## config.mk

```make
export PLATFORM = sky130hd
export DESIGN_NAME = io_port_bank
export DESIGN_NICKNAME = d
export VERILOG_FILES = /design/src/rtl/io_pkg.sv /design/src/rtl/io_out_channel.sv /design/src/rtl/io_port_bank.sv
export SDC_FILE = /design/constraint.sdc
export NUM_CORES = 1
export LEC_CHECK = 0
export BUFFER_PORTS_ARGS = -buffer_cell sky130_fd_sc_hd__buf_2
export CAP_MARGIN = 20
export CORE_MARGIN = 1
export CORE_UTILIZATION = 41
export DETAILED_ROUTE_END_ITERATION = 8
export PLACE_DENSITY = 0.8
export SLEW_MARGIN = 40
export SYNTH_ARGS = -nofsm -noshare
export SYNTH_HDL_FRONTEND = slang
export SYNTH_SLANG_ARGS = --single-unit
```

## constraint.sdc

```tcl
create_clock -name clk -period 2.2 [get_ports clk]
set_clock_uncertainty 0.15 [all_clocks]
set_input_delay 0.22 -clock clk [delete_from_list [all_inputs] [get_ports clk]]
set_output_delay 0.22 -clock clk [all_outputs]
set_load 0.02 [all_outputs]
```

## src/rtl/io_pkg.sv

```systemverilog
// Shared types and sizing helpers for the IO port bank.
package io_pkg;

   typedef enum logic {
      IDLE = 1'b0,
      PEND = 1'b1
   } out_state_t;

   localparam int DEF_DW  = 8;
   localparam int DEF_NCH = 4;

   // One extra address bit so out-of-range channel numbers are representable.
   function automatic int calc_aw(input int nch);
      return $clog2(nch) + 1;
   endfunction

endpackage

```

## src/rtl/io_out_channel.sv

```systemverilog
// One output channel: data register plus IDLE/PEND handshake FSM, or a
// direct-mode register with a one-cycle valid pulse when HS=0.
module io_out_channel
   import io_pkg::*;
#(
   parameter int DW = DEF_DW,
   parameter bit HS = 1'b1
) (
   input  logic          clk,
   input  logic          i_srst,
   input  logic          i_wr,
   input  logic [DW-1:0] i_data,
   input  logic          i_ready,
   output logic [DW-1:0] o_data,
   output logic          o_valid,
   output logic          o_busy,
   output logic          o_drop
);

   out_state_t    r_state;
   out_state_t    w_state_next;
   logic [DW-1:0] r_data;
   logic          r_pulse;
   logic          w_load;

   always_ff @(posedge clk) begin
      if (i_srst) begin
         r_state <= IDLE;
         r_data  <= '0;
         r_pulse <= 1'b0;
      end else begin
         r_state <= w_state_next;
         r_pulse <= i_wr && !HS;
         if (w_load) r_data <= i_data;
      end
   end

   always_comb begin
      w_state_next = r_state;
      w_load       = 1'b0;
      o_drop       = 1'b0;
      if (!HS) begin
         w_load       = i_wr;
         w_state_next = IDLE;
      end else begin
         case (r_state)
            IDLE: begin
               if (i_wr) begin
                  w_load       = 1'b1;
                  w_state_next = PEND;
               end
            end
            PEND: begin
               // A write only lands while the current word is being taken.
               if (i_wr) begin
                  if (i_ready) w_load = 1'b1;
                  else         o_drop = 1'b1;
               end else if (i_ready) begin
                  w_state_next = IDLE;
               end
            end
            default: w_state_next = IDLE;
         endcase
      end
   end

   assign o_data  = r_data;
   assign o_valid = HS ? (r_state == PEND) : r_pulse;
   assign o_busy  = HS && (r_state == PEND);

endmodule

```

## src/rtl/io_port_bank.sv

```systemverilog
// Core-facing IO port bank: NCH one-entry input buffers with registered read
// port, NCH output channels, and a sticky error flag.
module io_port_bank
   import io_pkg::*;
#(
   parameter int             DW      = DEF_DW,
   parameter int             NCH     = DEF_NCH,
   parameter logic [NCH-1:0] HS_MASK = {NCH{1'b1}},
   localparam int            AW      = calc_aw(NCH)
) (
   input  logic              clk,
   input  logic              Reset,
   input  logic [AW-1:0]     PortAddr,
   input  logic              INportRead,
   input  logic              OUTportWrite,
   input  logic [DW-1:0]     Datain,
   output logic [DW-1:0]     Dataout,
   output logic [NCH-1:0]    InFull,
   output logic [NCH-1:0]    OutBusy,
   output logic              ErrFlag,
   input  logic [NCH*DW-1:0] InpExtWorld,
   input  logic [NCH-1:0]    InpValid,
   output logic [NCH-1:0]    InpAck,
   output logic [NCH*DW-1:0] OutExtWorld,
   output logic [NCH-1:0]    OutValid,
   input  logic [NCH-1:0]    OutReady
);

   logic [DW-1:0]  r_buf [NCH];
   logic [NCH-1:0] r_full;
   logic [DW-1:0]  r_dout;
   logic           r_err;
   logic [NCH-1:0] w_cap;
   logic [NCH-1:0] w_rd_hit;
   logic [NCH-1:0] w_wr_sel;
   logic [NCH-1:0] w_drop;
   logic [DW-1:0]  w_rd_data;
   logic           w_rd_full;
   logic           w_addr_ok;
   logic           w_err;

   assign w_addr_ok = (PortAddr < AW'(NCH));

   always_comb begin
      w_rd_data = '0;
      w_rd_full = 1'b0;
      for (int i = 0; i < NCH; i++) begin
         if (PortAddr == AW'(i)) begin
            w_rd_data = r_buf[i];
            w_rd_full = r_full[i];
         end
      end
   end

   genvar gi;
   generate
      for (gi = 0; gi < NCH; gi++) begin : g_ch
         assign w_rd_hit[gi] = INportRead && (PortAddr == AW'(gi)) && r_full[gi];
         // A buffer being drained this cycle can be refilled in the same cycle.
         assign w_cap[gi]    = !Reset && InpValid[gi] && (!r_full[gi] || w_rd_hit[gi]);
         assign w_wr_sel[gi] = OUTportWrite && (PortAddr == AW'(gi));

         io_out_channel #(
            .DW (DW),
            .HS (HS_MASK[gi])
         ) u_out (
            .clk     (clk),
            .i_srst  (Reset),
            .i_wr    (w_wr_sel[gi]),
            .i_data  (Datain),
            .i_ready (OutReady[gi]),
            .o_data  (OutExtWorld[gi*DW +: DW]),
            .o_valid (OutValid[gi]),
            .o_busy  (OutBusy[gi]),
            .o_drop  (w_drop[gi])
         );
      end
   endgenerate

   always_ff @(posedge clk) begin
      for (int i = 0; i < NCH; i++) begin
         if (w_cap[i]) r_buf[i] <= InpExtWorld[i*DW +: DW];
      end
      if (Reset) begin
         r_full <= '0;
      end else begin
         r_full <= w_cap | (r_full & ~w_rd_hit);
      end
   end

   assign w_err = (INportRead && !w_rd_full) || (OUTportWrite && !w_addr_ok) || (|w_drop);

   always_ff @(posedge clk) begin
      if (Reset) begin
         r_dout <= '0;
         r_err  <= 1'b0;
      end else begin
         if (INportRead && w_addr_ok) r_dout <= w_rd_full ? w_rd_data : '0;
         if (w_err) r_err <= 1'b1;
      end
   end

   assign Dataout = r_dout;
   assign InFull  = r_full;
   assign ErrFlag = r_err;
   assign InpAck  = w_cap;

endmodule
```

== Yosys cells after proc, flatten, opt, wreduce, memory -nomap -nowiden ==
Memories as Yosys holds them, arrays and structs flattened.
Index checks and enable logic that the tools add are counted.
Operators by class
  $add $sub $neg: 0
  multipliers: 0
  divide/modulo/power cells: 0
  order comparisons: 1
  equal/unequal tests: 3
  shifts and indexed selects: 0
  mux-type cells: 53
  bitwise logic cells: 7
  reductions and logical operators: 38
Operators with widths (number)
  $mux 1: 40
  $mux 8: 5
  $logic_and 1x1->1: 23
  $pmux 1 s2: 8
  $logic_not 1->1: 7
  $eq 3x2->1 const B: 2
  $logic_or 1x1->1: 6
  $and 4x4->4: 1
  $not 1->1: 4
  $not 4->4: 1
  $or 4x4->4: 1
  $reduce_or 4->1: 1
  $eq 3x1->1 const B: 1
  $logic_not 3->1: 1
  $lt 3x3->1 const B: 1
Storage, ports and cells
  register bits: 49
  bits in latches: 0
  RAM bits: 32
  ROM bits: 0
  bits of input ports: 55
  logic and storage cells: 114
  memories kept: 1
Memories
  r_buf: words 4, width 8, rd ports 4, clocked after memory_dff 0, wr ports 4, line io_port_bank.sv:29  | logic [DW-1:0] r_buf [NCH];

== Longest topological paths before layout ==
  depth in word-level cells: 9
  gate-level depth with buffers: 7
  mapped depth without buffers: 4

== Modules after synthesis ==
From an unflattened synthesis, not the netlist that was laid out.
Second synthesis, totals
  cells, all modules: 296
  area, all modules: 3545.9 um^2
Modules (own cells, without submodules)
  io_port_bank: times used 1, cells each 132, area each 1864.3 um^2, sequential area each 1221.2 um^2
  io_out_channel: times used 4, cells each 41, area each 420.4 um^2, sequential area each 180.2 um^2

== Worst setup path after synthesis ==
Ideal clock, no wire load.
  path kind: input-to-reg
  from: in PortAddr[1]
  to: mem r_buf[1][0] in the netlist's numbering, enable pin
  data arrival time: 2.045 ns
  slack: -0.400 ns
  stages on the path: 6
  buffers on the path: 2
  path through: buf_6 -> buf_8 -> inv_1 -> nand2_1 -> o21ai_0 -> nor3b_1
RTL lines
  from (decl): line io_port_bank.sv:13  | input logic [AW-1:0] PortAddr,
  to (decl): line io_port_bank.sv:29

== Worst setup path after layout ==
  from: in PortAddr[0]
  to: out InpAck[1]
On the way
  longest elaborated chain between the ends: 5
Ends and longest elaborated chain
  $eq 3x1->1: line io_port_bank.sv:58  | assign w_rd_hit[gi] = INportRead && (PortAddr == AW'(gi)) && r_full[gi];
  $logic_and 1x1->1 (2 in series): line io_port_bank.sv:58
  $logic_or 1x1->1: line io_port_bank.sv:60  | assign w_cap[gi] = !Reset && InpValid[gi] && (!r_full[gi] || w_rd_hit[gi]);
  $logic_and 1x1->1: line io_port_bank.sv:60
  to (decl): line io_port_bank.sv:23  | output logic [NCH-1:0] InpAck,
Every way passes these cells.

==> flow_metrics.tcl <==
set metrics [dict create \
    status "completed" \
    synth-seq-cells 81 \
    grt_usage_pct 21.5 \
    hold_violations 0 \
    cts-root-buf "clkbuf_8" \
    hold_start "Datain[7]" \
    finalPower_mw 3.01 \
    synth_top_area_cell "dfxtp_1" \
    grt_pass1_vias 2568 \
    cts_buffers 9 \
    cp_data_arrival_time_ps 1590 \
    dp_hpwl_um 5240 \
    clkTransAtPathRegs_ps 80 \
    clockBufferDepth 2 \
    r2r_slack_ps 650 \
    worstSetupStartpoint "PortAddr[0]" \
    synthCells 259 \
    crit_top_cell "buf_2" \
    syn_area_um2 3170 \
    peakVddDrop_v 0.000449 \
    drt_iter0_drc 106 \
    crit_type "in2out" \
    nNetsFinal 465 \
    final_area_um2 4390 \
    die_height_um 90.0 \
    port_buffers 111 \
    synthesis.nets 314 \
    utilization_pct 59.6 \
    syn_to_final_growth_pct 38.4 \
    crit_path_top_delay_cell "buf_2" \
    cp_top_family "buffers and inverters" \
    fmax_mhz 509 \
    postRouteWirelength_um 8310 \
    endpoint_kind "output pin" \
    rsz0062_at_grt "no" \
    dieArea_um2 8100 \
    initial_core_util_pct 43.1 \
    synth_top_area_share_pct 30.9 \
    slew_headroom_pct 63.8 \
    ant_nets 0 \
    crit_path_start_kind "input port" \
    final.period_utilization_pct 89.3 \
    h-tree-depth 3 \
    maxSlewViolCount 0 \
    grt.overflow.total 0 \
    rows 31 \
    ys_seq_area_share_pct 61.2 \
    cp_cell_sequence "buf_2 -> nand2_1 -> o21ai_0 -> nor3b_2 -> buf_4 -> buf_2" \
    cp.buffers_inverters 3 \
    firstDrtPassIters 5 \
    gp_congestion 0.787 \
    viasPerCell 4.94 \
    mostFrequentLayoutCells "buf_2, dfxtp_1, dlygate4sd3_1, nor2_1, mux2i_1" \
    post_cts_resize_count 0 \
    post_route_cells_drive_above_1_share_pct 35.2 \
    cts_tree "done" \
    worstHoldPathType "in2reg" \
    grt_pass1_wl_um 13200 \
    drv_cap 0 \
    core_um2 7370 \
    ys.warnings.count 0 \
    wl_per_cell_um 16.1 \
    clock_latency_ps 350 \
    tightestPinTransition_ps 542 \
    ios 112 \
    avgSynthCellArea_um2 12.3 \
    drc_errors 0 \
    mostFrequentLayoutCell "buf_2" \
    tns_ps 0 \
    grt_max_degree 41 \
    synthTopCellsByArea "dfxtp_1, edfxtp_1, mux2i_1, nor2_1, buf_4" \
    die_w_um 90.0 \
    powerDensity_nw_per_um2 686 \
    dpl-instance-area_um2 3810 \
    critPathMaxStageDelay_ps 340 \
    timing.hold.ws_ps 9.38 \
    fillers 624 \
    rr_startpoint "InFull[0]" \
    required_ps 1830 \
    p_leak_nw 2.04 \
    ys_types 36 \
    crit_fanout 21 \
    num_vias 2546 \
    finalSetupViolCount 0 \
    finalWorstPathRequiredPeriod_ps 1960 \
    antenna_found_initial 2 \
    cts.sinks 81 \
]
==> power breakdown <==
group	switching (mW)	internal [mW]	leakage [nW]
Sequential	0.0250	1.61	0.695
Clock	0.535	0.477	0.0863
Combinational	0.191	0.173	1.26
Total	0.752	2.26	2.04
==> cells in the mapped netlist (all sizes together) <==
cell type / count
o31a: 2
mux2i: 34
o21ai: 11
nand3b: 1
o21ba: 2
and2: 1
nand2b: 6
nor2: 36
nand3: 3
nor3b: 5
inv: 5
edfxtp: 32
dfxtp: 49
o22ai: 1
or3b: 1
mux4: 2
nor2b: 9
a211o: 6
clkbuf: 5
a2111o: 1
a21oi: 8
nor3: 1
nand4b: 1
and2b: 3
a31oi: 1
nand2: 12
buf: 15
o221ai: 6
==> logic make-up (layout without fill, tap and decap cells) <==
| group | after synthesis | after routing | share of synthesized area [%] |
|---|---|---|---|
| AOI/OAI and AO/OA | 38 | 38 | 8.24 |
| buffers and inverters | 25 | 181 | 4.81 |
| DFF | 81 | 81 | 61.2 |
| muxes | 36 | 36 | 12.3 |
| other | 0 | 1 | 0 |
| and+or+nand+nor | 79 | 79 | 13.5 |
==> cell type report <==
type                       instances  area [um2]  area share [%]
inverter                           5        18.8           0.427
tap                               99         124            2.82
clock buffer                      13         159            3.62
sequential                        81        1940            44.2
clock inverter                     3        23.8           0.541
antenna                            1        2.50          0.0570
multi-input combinational        153        1100            25.0
timing repair buffer             160        1020            23.3
==> path summary, 6_finish.rpt <==
| kind | to | depth (start not counted) |
|---|---|---|
| worst max-delay path | InpAck[1] | 6 |
| worst min-delay path | g_ch[2].u_out.o_data[7] | 3 |
| worst max register to register | Dataout[0] | 4 |
| worst min register to register | Dataout[7] | 2 |
==> tightest hold or removal path, delay by kind of cell <==
family / cells / cell delay (ps)
AND/OR/NAND/NOR: 1 / 70
multiplexers: 1 / 70
buffers and inverters: 1 / 110
==> sequential cells by signal, indices dropped and copies added, names as in the netlist <==
name,count
Dataout,8
ErrFlag,1
InFull,4
g_ch.u_out.o_busy,4
g_ch.u_out.o_data,32
r_buf,32
==> per-layer routing <==
layer,vias to the layer above,GRT usage (%),part of all wire (%)
met5,-,0,0.096
met4,2,9.54,2.5
met3,16,6.26,5.6
met2,90,35.7,50
met1,1223,25.8,41
li1,1215,-,-
==> what timing repair did <==
| action | CTS | global route |
|---|---|---|
| buffers inserted | 0 | 0 |
| hold buffers | 40 | 0 |
| endpoints found under the hold margin | 43 | 0 |
==> through the flow <==
stage | instances | worst slack, ps
after floorplan | 259 | 94.1
after global placement | 458 | 367
after detailed placement | 458 | 319
after CTS | 514 | 315
after global routing | 515 | 90.9
final | 515 | 236
(Power assumes the default switching activity.)
